File: config.mk
export PLATFORM = sky130hd
export DESIGN_NAME = dma_stream_engine_flat
export DESIGN_NICKNAME = d
export VERILOG_FILES = /design/src/rtl/dma_stream_engine_if.sv /design/src/rtl/dma_stream_engine.sv /design/src/flat_wrapper.sv
export SDC_FILE = /design/constraint.sdc
export NUM_CORES = 1
export LEC_CHECK = 0
export ABC_AREA = 1
export CORE_MARGIN = 2
export CORE_UTILIZATION = 45
export DETAILED_ROUTE_END_ITERATION = 16
export PLACE_DENSITY = 0.73
export SLEW_MARGIN = 20
export SYNTH_ARGS = -nofsm -noshare
export SYNTH_HDL_FRONTEND = slang
export SYNTH_SLANG_ARGS = --single-unit
File: constraint.sdc
create_clock -name wb_clk_i -period 2.7 [get_ports wb_clk_i]
set_input_delay 0.54 -clock wb_clk_i [delete_from_list [all_inputs] [get_ports wb_clk_i]]
set_output_delay 0.54 -clock wb_clk_i [all_outputs]
set_load 0.005 [all_outputs]
File: src/rtl/dma_stream_engine_if.sv
`default_nettype none
// ============================================================================
// Module   : dma_stream_engine_if
// Brief    : Arbiter read/write ports plus the two accelerator AXI-Stream links
//            of the DMA stream engine, with engine (master) and peer (slave) views.
// Revision : 1.0 - initial release
// ============================================================================
interface dma_stream_engine_if #(
    parameter int ADDR_W = 13
);
    logic              dma_r_ready;
    logic [ADDR_W-1:0] dma_r_addr;
    logic              dma_r_ack;
    logic [31:0]       dma_r_data;
    logic              dma_r_data_valid;
    logic              dma_w_valid;
    logic [ADDR_W-1:0] dma_w_addr;
    logic [31:0]       dma_w_data;
    logic              sm_tvalid;
    logic              sm_tready;
    logic [31:0]       sm_tdata;
    logic              sm_tlast;
    logic              ss_tvalid;
    logic              ss_tready;
    logic [31:0]       ss_tdata;
    logic              ss_tlast;

    modport master (
        output dma_r_ready, dma_r_addr,
        input  dma_r_ack, dma_r_data, dma_r_data_valid,
        output dma_w_valid, dma_w_addr, dma_w_data,
        output sm_tvalid, sm_tdata, sm_tlast,
        input  sm_tready,
        input  ss_tvalid, ss_tdata, ss_tlast,
        output ss_tready
    );

    modport slave (
        input  dma_r_ready, dma_r_addr,
        output dma_r_ack, dma_r_data, dma_r_data_valid,
        input  dma_w_valid, dma_w_addr, dma_w_data,
        input  sm_tvalid, sm_tdata, sm_tlast,
        output sm_tready,
        output ss_tvalid, ss_tdata, ss_tlast,
        input  ss_tready
    );
endinterface
`default_nettype wire

File: src/rtl/dma_stream_engine.sv
`default_nettype none
// ============================================================================
// Module   : dma_stream_engine
// Brief    : DMA initiator: reads a block from BRAM u0 into an AXI-Stream master,
//            writes the returning AXI-Stream slave data into BRAM u1.
//            Optional cycle counter output enabled by `DMA_STREAM_PERF_EN.
// Revision : 1.0 - initial release
// ============================================================================
module dma_stream_engine #(
    parameter int FIFO_DEPTH = 8,
    parameter int ADDR_W     = 13
) (
    input  logic              wb_clk_i,
    input  logic              wb_rst_n_i,
    input  logic              cfg_start,
    input  logic [ADDR_W-1:0] cfg_src_addr,
    input  logic [ADDR_W-1:0] cfg_dst_addr,
    input  logic [ADDR_W-1:0] cfg_len,
    output logic              busy,
    output logic              done,
    output logic              err_tlast,
`ifdef DMA_STREAM_PERF_EN
    output logic [31:0]       perf_cycles,
`endif
    dma_stream_engine_if.master bus
);

    localparam int c_ptr_w = $clog2(FIFO_DEPTH);
    localparam int c_cnt_w = c_ptr_w + 1;
    localparam logic [c_cnt_w:0] c_depth = (c_cnt_w + 1)'(FIFO_DEPTH);

    typedef enum logic [1:0] {
        S_IDLE = 2'd0,
        S_RUN  = 2'd1,
        S_DONE = 2'd2
    } state_t;

    state_t              r_state;
    logic                r_busy;
    logic                r_done;
    logic                r_err;
    logic [ADDR_W-1:0]   r_src;
    logic [ADDR_W-1:0]   r_dst;
    logic [ADDR_W-1:0]   r_len;
    logic [ADDR_W-1:0]   r_rd_cnt;
    logic [ADDR_W-1:0]   r_out_cnt;
    logic [ADDR_W-1:0]   r_wr_cnt;
    logic [c_cnt_w-1:0]  r_outstanding;
    logic [c_cnt_w-1:0]  r_fifo_count;
    logic [c_ptr_w-1:0]  r_wr_ptr;
    logic [c_ptr_w-1:0]  r_rd_ptr;
    logic [31:0]         r_mem [FIFO_DEPTH];
    logic                r_w_valid;
    logic [ADDR_W-1:0]   r_w_addr;
    logic [31:0]         r_w_data;
`ifdef DMA_STREAM_PERF_EN
    logic [31:0]         r_perf;
`endif

    logic                w_run;
    logic                w_credit;
    logic                w_rd_req;
    logic                w_rd_fire;
    logic                w_push;
    logic                w_pop;
    logic                w_fifo_nempty;
    logic                w_ss_ready;
    logic                w_ss_fire;
    logic [ADDR_W-1:0]   w_len_m1;

    assign w_run         = (r_state == S_RUN);
    // Words already requested plus words buffered may never exceed the FIFO size,
    // so every return always finds a free slot.
    assign w_credit      = ({1'b0, r_outstanding} + {1'b0, r_fifo_count}) < c_depth;
    assign w_rd_req      = w_run && (r_rd_cnt < r_len) && w_credit;
    assign w_rd_fire     = w_rd_req && bus.dma_r_ack;
    assign w_push        = bus.dma_r_data_valid && (r_outstanding != '0);
    assign w_fifo_nempty = (r_fifo_count != '0);
    assign w_pop         = w_fifo_nempty && bus.sm_tready;
    assign w_ss_ready    = w_run && (r_wr_cnt < r_len);
    assign w_ss_fire     = bus.ss_tvalid && w_ss_ready;
    assign w_len_m1      = r_len - 1'b1;

    assign bus.dma_r_ready = w_rd_req;
    assign bus.dma_r_addr  = r_src + r_rd_cnt;
    assign bus.dma_w_valid = r_w_valid;
    assign bus.dma_w_addr  = r_w_addr;
    assign bus.dma_w_data  = r_w_data;
    assign bus.sm_tvalid   = w_fifo_nempty;
    assign bus.sm_tdata    = w_fifo_nempty ? r_mem[r_rd_ptr] : 32'd0;
    assign bus.sm_tlast    = w_run && (r_out_cnt == w_len_m1);
    assign bus.ss_tready   = w_ss_ready;

    assign busy      = r_busy;
    assign done      = r_done;
    assign err_tlast = r_err;
`ifdef DMA_STREAM_PERF_EN
    assign perf_cycles = r_perf;
`endif

    // Storage is left unreset; the occupancy counter alone defines valid entries.
    always_ff @(posedge wb_clk_i) begin
        if (w_push) begin
            r_mem[r_wr_ptr] <= bus.dma_r_data;
        end
    end

    always_ff @(posedge wb_clk_i or negedge wb_rst_n_i) begin
        if (!wb_rst_n_i) begin
            r_state       <= S_IDLE;
            r_busy        <= 1'b0;
            r_done        <= 1'b0;
            r_err         <= 1'b0;
            r_src         <= '0;
            r_dst         <= '0;
            r_len         <= '0;
            r_rd_cnt      <= '0;
            r_out_cnt     <= '0;
            r_wr_cnt      <= '0;
            r_outstanding <= '0;
            r_fifo_count  <= '0;
            r_wr_ptr      <= '0;
            r_rd_ptr      <= '0;
            r_w_valid     <= 1'b0;
            r_w_addr      <= '0;
            r_w_data      <= '0;
`ifdef DMA_STREAM_PERF_EN
            r_perf        <= '0;
`endif
        end else begin
            case (r_state)
                S_IDLE: begin
                    if (cfg_start) begin
                        r_src     <= cfg_src_addr;
                        r_dst     <= cfg_dst_addr;
                        r_len     <= cfg_len;
                        r_rd_cnt  <= '0;
                        r_out_cnt <= '0;
                        r_wr_cnt  <= '0;
                        r_err     <= 1'b0;
                        r_busy    <= 1'b1;
`ifdef DMA_STREAM_PERF_EN
                        r_perf    <= '0;
`endif
                        if (cfg_len == '0) begin
                            r_state <= S_DONE;
                            r_done  <= 1'b1;
                        end else begin
                            r_state <= S_RUN;
                        end
                    end
                end
                S_RUN: begin
`ifdef DMA_STREAM_PERF_EN
                    if (r_perf != 32'hFFFF_FFFF) begin
                        r_perf <= r_perf + 32'd1;
                    end
`endif
                    // The final write must have left the port before completion.
                    if ((r_out_cnt == r_len) && (r_wr_cnt == r_len) && !r_w_valid) begin
                        r_state <= S_DONE;
                        r_done  <= 1'b1;
                    end
                end
                S_DONE: begin
                    r_state <= S_IDLE;
                    r_busy  <= 1'b0;
                    r_done  <= 1'b0;
                end
                default: begin
                    r_state <= S_IDLE;
                    r_busy  <= 1'b0;
                    r_done  <= 1'b0;
                end
            endcase

            if (w_rd_fire) begin
                r_rd_cnt <= r_rd_cnt + 1'b1;
            end
            if (w_rd_fire && !w_push) begin
                r_outstanding <= r_outstanding + 1'b1;
            end else if (!w_rd_fire && w_push) begin
                r_outstanding <= r_outstanding - 1'b1;
            end

            if (w_push) begin
                r_wr_ptr <= r_wr_ptr + 1'b1;
            end
            if (w_pop) begin
                r_rd_ptr  <= r_rd_ptr + 1'b1;
                r_out_cnt <= r_out_cnt + 1'b1;
            end
            if (w_push && !w_pop) begin
                r_fifo_count <= r_fifo_count + 1'b1;
            end else if (!w_push && w_pop) begin
                r_fifo_count <= r_fifo_count - 1'b1;
            end

            r_w_valid <= w_ss_fire;
            if (w_ss_fire) begin
                r_w_addr <= r_dst + r_wr_cnt;
                r_w_data <= bus.ss_tdata;
                r_wr_cnt <= r_wr_cnt + 1'b1;
                if (bus.ss_tlast != (r_wr_cnt == w_len_m1)) begin
                    r_err <= 1'b1;
                end
            end
        end
    end

endmodule
`default_nettype wire
File: src/flat_wrapper.sv
// flat-port wrapper written by rule: the top's interface ports become plain ports
module dma_stream_engine_flat 
#(
    parameter int FIFO_DEPTH = 8,
    parameter int ADDR_W     = 13
)
  (wb_clk_i, wb_rst_n_i, cfg_start, cfg_src_addr, cfg_dst_addr, cfg_len, busy, done, err_tlast, bus_dma_r_ready, bus_dma_r_addr, bus_dma_r_ack, bus_dma_r_data, bus_dma_r_data_valid, bus_dma_w_valid, bus_dma_w_addr, bus_dma_w_data, bus_sm_tvalid, bus_sm_tdata, bus_sm_tlast, bus_sm_tready, bus_ss_tvalid, bus_ss_tdata, bus_ss_tlast, bus_ss_tready);
  dma_stream_engine_if #(.ADDR_W(ADDR_W)) bus_i ();
  input  logic wb_clk_i;
  input  logic wb_rst_n_i;
  input  logic cfg_start;
  input  logic [ADDR_W-1:0] cfg_src_addr;
  input  logic [ADDR_W-1:0] cfg_dst_addr;
  input  logic [ADDR_W-1:0] cfg_len;
  output logic busy;
  output logic done;
  output logic err_tlast;
  output wire logic [$bits(bus_i.dma_r_ready)-1:0] bus_dma_r_ready;
  output wire logic [$bits(bus_i.dma_r_addr)-1:0] bus_dma_r_addr;
  input wire logic [$bits(bus_i.dma_r_ack)-1:0] bus_dma_r_ack;
  input wire logic [$bits(bus_i.dma_r_data)-1:0] bus_dma_r_data;
  input wire logic [$bits(bus_i.dma_r_data_valid)-1:0] bus_dma_r_data_valid;
  output wire logic [$bits(bus_i.dma_w_valid)-1:0] bus_dma_w_valid;
  output wire logic [$bits(bus_i.dma_w_addr)-1:0] bus_dma_w_addr;
  output wire logic [$bits(bus_i.dma_w_data)-1:0] bus_dma_w_data;
  output wire logic [$bits(bus_i.sm_tvalid)-1:0] bus_sm_tvalid;
  output wire logic [$bits(bus_i.sm_tdata)-1:0] bus_sm_tdata;
  output wire logic [$bits(bus_i.sm_tlast)-1:0] bus_sm_tlast;
  input wire logic [$bits(bus_i.sm_tready)-1:0] bus_sm_tready;
  input wire logic [$bits(bus_i.ss_tvalid)-1:0] bus_ss_tvalid;
  input wire logic [$bits(bus_i.ss_tdata)-1:0] bus_ss_tdata;
  input wire logic [$bits(bus_i.ss_tlast)-1:0] bus_ss_tlast;
  output wire logic [$bits(bus_i.ss_tready)-1:0] bus_ss_tready;
  assign bus_dma_r_ready = bus_i.dma_r_ready;
  assign bus_dma_r_addr = bus_i.dma_r_addr;
  assign bus_i.dma_r_ack = bus_dma_r_ack;
  assign bus_i.dma_r_data = bus_dma_r_data;
  assign bus_i.dma_r_data_valid = bus_dma_r_data_valid;
  assign bus_dma_w_valid = bus_i.dma_w_valid;
  assign bus_dma_w_addr = bus_i.dma_w_addr;
  assign bus_dma_w_data = bus_i.dma_w_data;
  assign bus_sm_tvalid = bus_i.sm_tvalid;
  assign bus_sm_tdata = bus_i.sm_tdata;
  assign bus_sm_tlast = bus_i.sm_tlast;
  assign bus_i.sm_tready = bus_sm_tready;
  assign bus_i.ss_tvalid = bus_ss_tvalid;
  assign bus_i.ss_tdata = bus_ss_tdata;
  assign bus_i.ss_tlast = bus_ss_tlast;
  assign bus_ss_tready = bus_i.ss_tready;
  dma_stream_engine #(.FIFO_DEPTH(FIFO_DEPTH), .ADDR_W(ADDR_W)) u_core (.wb_clk_i(wb_clk_i), .wb_rst_n_i(wb_rst_n_i), .cfg_start(cfg_start), .cfg_src_addr(cfg_src_addr), .cfg_dst_addr(cfg_dst_addr), .cfg_len(cfg_len), .busy(busy), .done(done), .err_tlast(err_tlast), .bus(bus_i));
endmodule
==> run metrics, run 1 <==
clock sink count 399; FFs w/ async S/R, synth between 30 and 40%; hold slack slightly below 0.005 ns; first-pass GRT wire length 84,300 um; Yosys reg bits 399; routed vias 15,900; CTS root buf clkbuf_16; fraction of layout cells with a size suffix above 1 26.9%; Critical-path top delay cell dfrtp_1; achievable clock frequency 339 MHz; placed instance count 2,621; vias in the first global route 15,500; Hold Vio Cnt, Final 0; count of input and output buffers 208; dpl hpwl roughly 32,000 um; cell internal pwr ~0.017 W; Sequential Power Share 31.3%; Clk Latency, worst-skew pair 0.58 ns; first-pass iteration count of the detailed router 5; setup ws final -0.248 ns; GP Congestion 0.942; failing checks setup timing; RSZ-0062 raised after global routing yes; yosys warns 0; # setup viols final 42; max cap viols 0; pwr dens about 960 mW/mm^2; Mean Syn Cell Area 10.1 um^2; CP max FO 2; mapped cell area 0.0185 mm^2; Buf/Inv on CP 2; Logic pwr share 44.2%; grt ovf 0; number of remaining DRC errors 0; CTS buffer count 43; leakage power 10.7 nW; Yosys cell types 45; die area 0.0428 mm^2; required time of the critical path between 2 and 2.5 ns; area of placed instances between 0.02 and 0.025 mm^2; H-tree depth 2; Avg WL per Cell 21.0 um; maximum VDD drop around 0.74 mV; Slew Limit Fails 0; drt via density approximately 5.6; initial antenna violation count 1; starting density of the core 45.5%; Slew HR just under 50%; Final ANT Viol Nets 0; critical path class reg2out; Tmin final ~3 ns; Critical Path AT 2.41 ns; HP Class in2async; Core Region 0.0407 mm^2; Die Ht a little over 200 um; setup TNS -4.83 ns; CTS tree done; most used cell, CP nand2_2; clock tree buffer depth 3; Setup crit start kind register; Clock transition at path regs 0.06 ns; register area share after synthesis 60.8%; EDFF count, synth 256; Switching Share 35.2%; delay-heaviest family, CP adder cells; Gate Count Post-Synth 1,829; Top FF cell, synth edfxtp_1; syn nets 2,008; IO Count about 210; worst path cell trace ha_2, inv_2, fa_2, o21ai_2, nand2_1, nand2_2, nand2_2, nand2_2, a31oi_1, xor2_1, buf_2; Post-Layout Cell Count between 2,000 and 3,000; status finished with violations; Final Cycle Share 109%; Worst Tran Pin Value 0.756 ns; largest net degree at the start of global routing between 70 and 80; Critical Path Max Stage Delay 0.36 ns; Area growth, synth to finish 43.1%; Worst Setup End Kind output port; Die Width between 200 and 250 um; final net count 2,430; All-Layer GR Usage between 20% and 30%; Row Count 74; final wirelength 59,200 um; DR iter-0 viols 1,192; Clock Power Share 24.5%; NetSw 0.00896 W; design area approximately 0.026 mm^2; Layout Skew between 0.02 and 0.025 ns
per-stage QoR:
step | total power, W | utilization [%] | worst slack, ns
6_report | 0.0255 | 65.0 | -0.248
3_3_place_gp | 0.0154 | 54.6 | -0.164
3_5_place_dp | 0.0156 | 54.6 | -0.239
4_1_cts | 0.0241 | 62.7 | -0.271
2_1_floorplan | 0.0119 | - | -0.0280
5_1_grt | 0.0265 | 65.0 | -0.339
sequential cells by signal (all words and copies together), names as in the netlist, 13 cells and up:
name and cells:
u_core.bus.dma_w_data 32, u_core.r_out_cnt 13, u_core.r_mem 256, u_core.r_wr_cnt 13, u_core.r_rd_cnt 13, u_core.r_len 13
u_core.r_dst 13, u_core.r_src 13, u_core.bus.dma_w_addr 13
layout make-up:
cell class                 count  area, um^2
antenna                        2        5.00
clock buffer                  53        1130
clock inverter                24         364
fill                        2926       14200
inverter                      91         362
multi-input combinational   1265        7870
sequential                   399       11300
tap                          532         666
timing repair buffer         451        4810
power groups by stage:
stage | clock (W) | combinational (W) | sequential (W)
global route | 0.00654 | 0.0119 | 0.00801
global placement | 0 | 0.00751 | 0.00793
floorplan | 0 | 0.00391 | 0.00796
finish | 0.00624 | 0.0113 | 0.00796
detailed placement | 0 | 0.00768 | 0.00797
CTS | 0.00629 | 0.00988 | 0.00789
synthesized netlist by cell type (5+ instances only):
| cell type | count | area, um^2 |
|---|---|---|
| nor2_1 | 260 | 976 |
| a31oi_1 | 34 | 213 |
| inv_1 | 84 | 315 |
| xor2_1 | 38 | 333 |
| nor3_1 | 6 | 30.0 |
| nor4_1 | 6 | 37.5 |
| dfrtp_1 | 143 | 3580 |
| clkbuf_1 | 49 | 184 |
| nand3_1 | 68 | 340 |
| nor2_4 | 5 | 56.3 |
| o21ai_0 | 235 | 1180 |
| inv_2 | 5 | 18.8 |
| buf_2 | 18 | 90.1 |
| o22ai_1 | 35 | 219 |
| edfxtp_1 | 256 | 7690 |
| buf_1 | 8 | 30.0 |
| nand2_2 | 6 | 37.5 |
| nand2_1 | 361 | 1360 |
| ha_1 | 64 | 801 |
| nor2_2 | 11 | 68.8 |
| nand4_1 | 17 | 106 |
| o21ai_1 | 11 | 55.1 |
| xnor2_1 | 25 | 219 |
| a21oi_1 | 45 | 225 |
layout by cell type (no fill, tap or decap), types with 51 or more instances in the layout:
cell type,netlist,layout
nand3_1,68,61
o21ai_1,11,83
buf_4,1,140
edfxtp_1,256,256
o21ai_0,235,118
inv_1,84,70
nor2_1,260,203
nand2_1,361,343
clkdlybuf4s50_1,0,159
dfrtp_1,143,133
clkbuf_16,0,51
timing repair:
action	CTS	global route
setup endpoints to repair	55	104
buffers inserted	78	27
resized for setup	450	210
pin swaps	105	132
gates cloned	19	12
hold buffers	0	0
layer usage:
layer,track usage [%],vias to the layer above,part of all wire [%]
met2,43.1,831,50
met5,0,-,0
li1,-,7200,-
met1,32.8,7732,39
met3,4.49,142,8.3
met4,10.5,0,3.2
worst paths after layout:
path / startpoint / end / slack [ns] / cells after the start
max: u_core.r_rd_cnt[0] / bus_dma_r_addr[10] / -0.25 / 11
min: wb_rst_n_i / u_core.r_src[6] / 0.005 / 1
max reg2reg: u_core.r_len[2] / u_core.r_outstanding[3] / 0.02 / 19
min reg2reg: u_core.bus.dma_w_data[10] / u_core.bus.dma_w_data[10] / 0.48 / 2
max in group asynchronous: wb_rst_n_i / u_core.bus.dma_w_data[4] / 2.01 / 2
min in group wb_clk_i: u_core.bus.dma_w_data[10] / u_core.bus.dma_w_data[10] / 0.48 / 2
worst register-to-register path, stage by stage, from the launching register on:
cell and delay (ns):
dfrtp_1 0.39, inv_2 0.09, buf_12 0.13, ha_4 0.26, nand4_1 0.11, o221ai_2 0.17
nand2_1 0.09, nand2_2 0.07, nand2_2 0.07, nand3_2 0.09, inv_2 0.05, ha_4 0.16
inv_4 0.06, ha_4 0.18, a21o_1 0.17, a21oi_2 0.14, nor2_1 0.06, nor2_1 0.08
nand2_1 0.07, xnor2_1 0.13
cells by family after synthesis:
family	Yosys count	synth area share, %
xor gates and xnor gates	63	2.98
and+or+nand+nor	750	16.7
adders and majority gates	68	4.76
AOI/OAI and AO/OA	378	11.0
buffers and inverters	168	3.55
muxes	3	0.176
DFF	399	60.8
Power figures use the tool's default switching activity.
==> run 2, diff against run 1 <==
--- a/config.mk
+++ b/config.mk
@@ -7,10 +7,10 @@
 export LEC_CHECK = 0
 export ABC_AREA = 1
 export CORE_MARGIN = 2
-export CORE_UTILIZATION = 45
+export CORE_UTILIZATION = 30
 export DETAILED_ROUTE_END_ITERATION = 16
-export PLACE_DENSITY = 0.73
-export SLEW_MARGIN = 20
+export PLACE_DENSITY = 0.54
+export SLEW_MARGIN = 5
 export SYNTH_ARGS = -nofsm -noshare
 export SYNTH_HDL_FRONTEND = slang
 export SYNTH_SLANG_ARGS = --single-unit
==> run 2 against run 1 <==
Compared with the run above: the run still ends with setup timing left; clock power up 3.2%; sequential power about the same; cell area increased by 3.8%; wire length increased by 0.16%; register-to-register slack about the same; clock skew is 0.020 ns higher; count of clock-buffer cells in the layout is 2 higher; via count is 3.8% lower; critical path depth unchanged; die area up 49%; highest routed layer is now met5.
==> run metrics, run 2 (synthesized netlist as in run 1, its figures left out) <==
status finished with violations (unchanged); failing checks setup timing (unchanged); Tmin final 2.96 ns (was 2.95 ns); Avg WL per Cell 18.9 um (was 21.0 um); CTS root buf clkbuf_16 (unchanged); fraction of layout cells with a size suffix above 1 30.3% (was 26.9%); Largest Register u_core.r_mem (unchanged); max cap viols 0 (unchanged); Slew Limit Fails 0 (unchanged); Slew HR 63.1% (was 49.6%); reg2reg end u_core.bus.dma_w_data[19] (was u_core.r_outstanding[3]); required time of the critical path 2.16 ns (about the same); DR iter-0 viols 986 (was 1,192); leakage power 11.0 nW (was 10.7 nW); Core Region 0.0614 mm^2 (was 0.0407 mm^2); Hold Vio Cnt, Final 0 (unchanged); r2r startpoint u_core.r_len[8] (was u_core.r_len[2]); Critical Path AT 2.42 ns (was 2.41 ns); H-tree depth 2 (unchanged); Die Ht 252 um (was 207 um); Row Count 91 (was 74); vias in the first global route 15,200 (was 15,500); Die Width 252 um (was 207 um); number of remaining DRC errors 0 (unchanged); CTS tree done (unchanged); pwr dens 935 mW/mm^2 (was 961 mW/mm^2); GP Congestion 0.915 (was 0.942); routed vias 15,300 (was 15,900); CTS buffer count 46 (was 43); clock sink count 399 (unchanged); worst path cell trace ha_2, inv_2, fa_2, o21ai_2, nand2_1, nand2_2, nand2_2, nand2_2, buf_4, xor2_1, buf_2 (was ha_2, inv_2, fa_2, o21ai_2, nand2_1, nand2_2, nand2_2, nand2_2, a31oi_1, xor2_1, buf_2); setup ws final -0.264 ns (was -0.248 ns); delay-heaviest family, CP adder cells (unchanged); Clock transition at path regs 0.06 ns (about the same); Final ANT Viol Nets 0 (unchanged); dpl ws -0.179 ns (was -0.239 ns); final wirelength 59,300 um (was 59,200 um); # setup viols final 31 (was 42); Clk Latency, worst-skew pair 0.60 ns (was 0.58 ns); first-pass GRT wire length 86,700 um (was 84,300 um); dpl hpwl 34,500 um (was 32,200 um); count of input and output buffers 208 (unchanged); initial antenna violation count 4 (was 1); Largest register FFs 256 (unchanged); HP Class in2async (unchanged); Multi-input gate area 0.00796 mm^2 (was 0.00787 mm^2); Final Cycle Share 110% (was 109%); Worst Tran Pin Value 0.548 ns (was 0.756 ns); CP max FO 2 (unchanged); leading cell types in the layout, fill and taps excluded nand2_1 (328), edfxtp_1 (256), nor2_1 (200) (was nand2_1 (343), edfxtp_1 (256), nor2_1 (203)); clock tree buffer depth 3 (unchanged); Area growth, synth to finish 48.5% (was 43.1%); Layout Skew 0.0403 ns (was 0.0206 ns); grt ovf 0 (unchanged); drt via density 4.89 (was 5.65); R2R cell count 17 (was 19); Setup crit start kind register (unchanged); Buf/Inv on CP 3 (was 2); reg2reg setup slack 0.03 ns (was 0.02 ns); maximum VDD drop 0.612 mV (was 0.736 mV); Critical-path top delay cell fa_2 (was dfrtp_1); Worst Setup End Kind output port (unchanged); critical path class reg2out (unchanged); final net count 2,483 (was 2,430); die area 0.0637 mm^2 (was 0.0428 mm^2); starting density of the core 30.2% (was 45.5%); achievable clock frequency 337 MHz (was 339 MHz); setup TNS -2.98 ns (was -4.83 ns); most common cell after layout, fill and taps aside nand2_1 (unchanged); Reg area 0.0113 mm^2 (about the same); Fill cells 5,606 (was 2,926); RSZ-0062 raised after global routing yes (unchanged); Power Total 0.0257 W (was 0.0255 W); first-pass iteration count of the detailed router 5 (unchanged); IO Count 209 (unchanged); Critical Path Max Stage Delay 0.36 ns (about the same); most used cell, CP nand2_2 (unchanged); All-Layer GR Usage 17.5% (was 25.6%); largest net degree at the start of global routing 61 (was 76)
==> run 2: metal layers <==
layer,share of wire [%],wire (um),track usage (%)
met1,43,25800,22.5
met2,49,28800,29.7
met3,4.9,2940,3.08
met4,3.0,1780,6.34
met5,0.067,40,0
==> run 2: final cells by class <==
type / count / share of cell area, %
Multi-Input combinational cell: 1262 / 28.9
Inverter: 91 / 1.32
Clock buffer: 55 / 4.38
Sequential cell: 399 / 41.0
Tap cell: 790 / 3.59
Antenna cell: 1 / 0.00910
Timing Repair Buffer: 504 / 19.4
Clock inverter: 29 / 1.33
==> run 2: timing repair <==
item,CTS,global route
cloned,21,12
buffers inserted,87,39
hold buffers,1,0
pin swaps,121,141
setup endpoints to repair,49,108
resized for setup,487,233
endpoints found under the hold margin,47,0
==> run 2: power by group <==
group / internal, W / leakage (nW) / switching [W]
logic: 0.00552 / 6.11 / 0.00581
clock network: 0.00379 / 0.763 / 0.00265
registers: 0.00746 / 4.12 / 0.000503
total: 0.0168 / 11.0 / 0.00896
==> run 2: worst max-delay path by stage <==
stage | cells after the start | end | start
6_report | 11 | bus_dma_r_addr[8] | u_core.r_rd_cnt[0]
5_1_grt | 11 | bus_dma_r_addr[10] | u_core.r_rd_cnt[0]
4_1_cts | 11 | bus_dma_r_addr[10] | u_core.r_src[0]
3_5_place_dp | 11 | bus_dma_r_addr[10] | u_core.r_rd_cnt[0]
3_3_place_gp | 11 | bus_dma_r_addr[10] | u_core.r_rd_cnt[0]
2_1_floorplan | 3 | u_core.r_mem[0][0] | bus_dma_r_data_valid
==> run 2: through the flow <==
| stage | std cells | area [um^2] | util [%] | hold slack (ns) |
|---|---|---|---|---|
| 2_1_floorplan | 1829 | 18500 | - | 0.244 |
| 3_3_place_gp | 2911 | 22800 | 37.2 | 0.461 |
| 3_5_place_dp | 2911 | 22800 | 37.2 | 0.465 |
| 4_1_cts | 3098 | 26400 | 43.0 | 0.455 |
| 5_1_grt | 3131 | 27500 | 44.8 | 0.476 |
| 6_report | 3131 | 27500 | 44.8 | 0.465 |
==> run 3, diff against run 2 <==
--- a/config.mk
+++ b/config.mk
@@ -7,9 +7,9 @@
 export LEC_CHECK = 0
 export ABC_AREA = 1
 export CORE_MARGIN = 2
-export CORE_UTILIZATION = 30
+export CORE_UTILIZATION = 35
 export DETAILED_ROUTE_END_ITERATION = 16
-export PLACE_DENSITY = 0.54
+export PLACE_DENSITY = 0.6
 export SLEW_MARGIN = 5
 export SYNTH_ARGS = -nofsm -noshare
 export SYNTH_HDL_FRONTEND = slang
==> run 3 against run 2 <==
Compared with the run above: the flow still finishes with violations (setup timing); flip-flop and latch count unchanged; utilization up 6.7 points; sequential share of layout area up 0.77 points; highest routed layer unchanged.
==> run metrics, run 3 (synthesized netlist as in run 1, its figures left out) <==
leading cell types in the layout, fill and taps excluded nand2_1 (345), edfxtp_1 (256), nor2_1 (192) (was nand2_1 (328), edfxtp_1 (256), nor2_1 (200)); routed vias 15,300 (about the same); Critical Path Max Stage Delay 0.39 ns (was 0.36 ns); Largest Register u_core.r_mem (unchanged); Slew HR 63.1% (about the same); r2r startpoint u_core.r_len[3] (was u_core.r_len[8]); Power Total 0.0251 W (was 0.0257 W); Post-Layout Cell Count 3,009 (was 3,131); CTS root buf clkbuf_16 (unchanged); first-pass iteration count of the detailed router 7 (was 5); CTS buffer count 45 (was 46); Hold Vio Cnt, Final 0 (unchanged); HP Class reg2reg (was in2async); Tmin final 2.92 ns (was 2.96 ns); status finished with violations (unchanged); leakage power 10.8 nW (was 11.0 nW); CTS tree done (unchanged); Buf/Inv on CP 5 (was 3); Worst Tran Pin Value 0.554 ns (was 0.548 ns); drt via density 5.10 (was 4.89); Core Region 0.0524 mm^2 (was 0.0614 mm^2); Largest register FFs 256 (unchanged); required time of the critical path 2.16 ns (about the same); All-Layer GR Usage 19.8% (was 17.5%); Setup crit start kind register (unchanged); placed instance count 2,807 (was 2,911); R2R cell count 20 (was 17); Avg WL per Cell 18.8 um (was 18.9 um); final wirelength 56,500 um (was 59,300 um); Critical-path top delay cell dfrtp_1 (was fa_2); Worst Hold Depth 2; most used cell, CP buf_6 (was nand2_2); initial antenna violation count 1 (was 4); final net count 2,468 (was 2,483); Clock transition at path regs 0.06 ns (about the same); Clk Latency, worst-skew pair 0.59 ns (was 0.60 ns); failing checks setup timing (unchanged); largest net degree at the start of global routing 58 (was 61); RSZ-0062 raised after global routing yes (unchanged); grt ovf 0 (unchanged); setup ws final -0.218 ns (was -0.264 ns); Area growth, synth to finish 45.8% (was 48.5%); IO Count 209 (unchanged); Layout Skew 0.0227 ns (was 0.0403 ns); diodes inserted 0 (was 1); Critical Path Stages 15 (was 11); reg2reg setup slack -0.01 ns (was 0.03 ns); first-pass GRT wire length 84,100 um (was 86,700 um); # setup viols final 41 (was 31); fraction of layout cells with a size suffix above 1 28.6% (was 30.3%); Final Cycle Share 108% (was 110%); Final ANT Viol Nets 0 (unchanged); clock sink count 399 (unchanged); delay-heaviest family, CP simple AND/OR/NAND/NOR gates (was adder cells); vias in the first global route 15,100 (was 15,200); count of input and output buffers 208 (unchanged); reg2reg end u_core.r_outstanding[3] (was u_core.bus.dma_w_data[19]); dpl hpwl 33,000 um (was 34,500 um); Slew Limit Fails 0 (unchanged); pwr dens 930 mW/mm^2 (was 935 mW/mm^2); clock tree buffer depth 3 (unchanged); worst path cell trace buf_6, buf_6, nor2_4, nand2_2, nor2_4, nand2_1, nand2_2, buf_6, nand2_1, nand2_1, nor2_1, nand4_1, nor2_1, buf_4, buf_6 (was ha_2, inv_2, fa_2, o21ai_2, nand2_1, nand2_2, nand2_2, nand2_2, buf_4, xor2_1, buf_2); worst hold start u_core.bus.dma_w_data[16]; CP max FO 4 (was 2); number of remaining DRC errors 0 (unchanged); Worst Setup End Kind output port (unchanged); Row Count 84 (was 91); H-tree depth 2 (unchanged); most common cell after layout, fill and taps aside nand2_1 (unchanged); max cap viols 0 (unchanged); Die Ht 234 um (was 252 um); starting density of the core 35.3% (was 30.2%); critical path class reg2out (unchanged); die area 0.0548 mm^2 (was 0.0637 mm^2); achievable clock frequency 343 MHz (was 337 MHz); GP Congestion 0.918 (was 0.915); end of the worst hold path u_core.bus.dma_w_data[16]; Critical Path AT 2.38 ns (was 2.42 ns); maximum VDD drop 0.669 mV (was 0.612 mV); Die Width 234 um (was 252 um); DR iter-0 viols 974 (was 986)
## run 3: where the power goes
part | internal (W) | switching, W | total (W)
Clock | 0.00322 | 0.00252 | 0.00574
Sequential | 0.00746 | 0.000480 | 0.00794
Combinational | 0.00560 | 0.00583 | 0.0114
Total | 0.0163 | 0.00884 | 0.0251
## run 3: worst max-delay path by stage
stage                              end                 start  slack (ns)
floorplan           u_core.r_mem[0][0]  bus_dma_r_data_valid       -0.03
global placement    bus_dma_r_addr[10]    u_core.r_rd_cnt[0]       -0.16
detailed placement  bus_dma_r_addr[10]    u_core.r_rd_cnt[0]       -0.21
CTS                       bus_sm_tlast       u_core.r_len[3]       -0.31
global route              bus_sm_tlast       u_core.r_len[3]       -0.37
finish                    bus_sm_tlast       u_core.r_len[3]       -0.22
## run 3: worst reg2reg max path, delay by kind of cell (launching register included)
| family | cells | cell delay (ns) |
|---|---|---|
| buffers and inverters | 5 | 0.40 |
| XOR/XNOR | 1 | 0.12 |
| adder cells (fa/ha/maj) | 3 | 0.66 |
| AO/OA/AOI/OAI | 3 | 0.45 |
| flip-flops | 1 | 0.37 |
| AND/OR/NAND/NOR | 8 | 0.58 |
## run 3: final cells by class
cell class | count | area [um^2]
Fill cell | 4537 | 25400
Sequential cell | 399 | 11300
Multi-Input combinational cell | 1262 | 7880
Timing Repair Buffer | 490 | 5260
Clock buffer | 65 | 1240
Tap cell | 688 | 861
Inverter | 91 | 354
Clock inverter | 14 | 131
## run 3: per-stage QoR
stage	worst slack (ns)	utilization (%)	hold WS, ns	cell area [um^2]	setup TNS (ns)
floorplan	-0.0280	-	0.244	18500	-3.60
global placement	-0.164	43.3	0.460	22700	-0.380
detailed placement	-0.214	43.3	0.466	22700	-0.678
CTS	-0.312	49.4	0.466	25900	-3.80
global route	-0.369	51.5	0.494	27000	-11.48
finish	-0.218	51.5	0.476	27000	-2.96
## run 3: per-layer routing
layer / share of wire [%] / up-vias / global-route usage (%)
met3: 5.6 / 118 / 3.06
met1: 42 / 7466 / 25.6
met4: 2.7 / 2 / 6.39
li1: - / 7270 / -
met5: 0.021 / - / 0
met2: 50 / 478 / 33.9
## run 3: what timing repair did
action,4_1_cts,5_1_grt
setup buffers,73,38
setup endpoints to repair,48,101
cloned,19,13
pin swaps,135,136
hold buffers,1,0
gates resized for setup,483,226
endpoints found under the hold margin,50,0
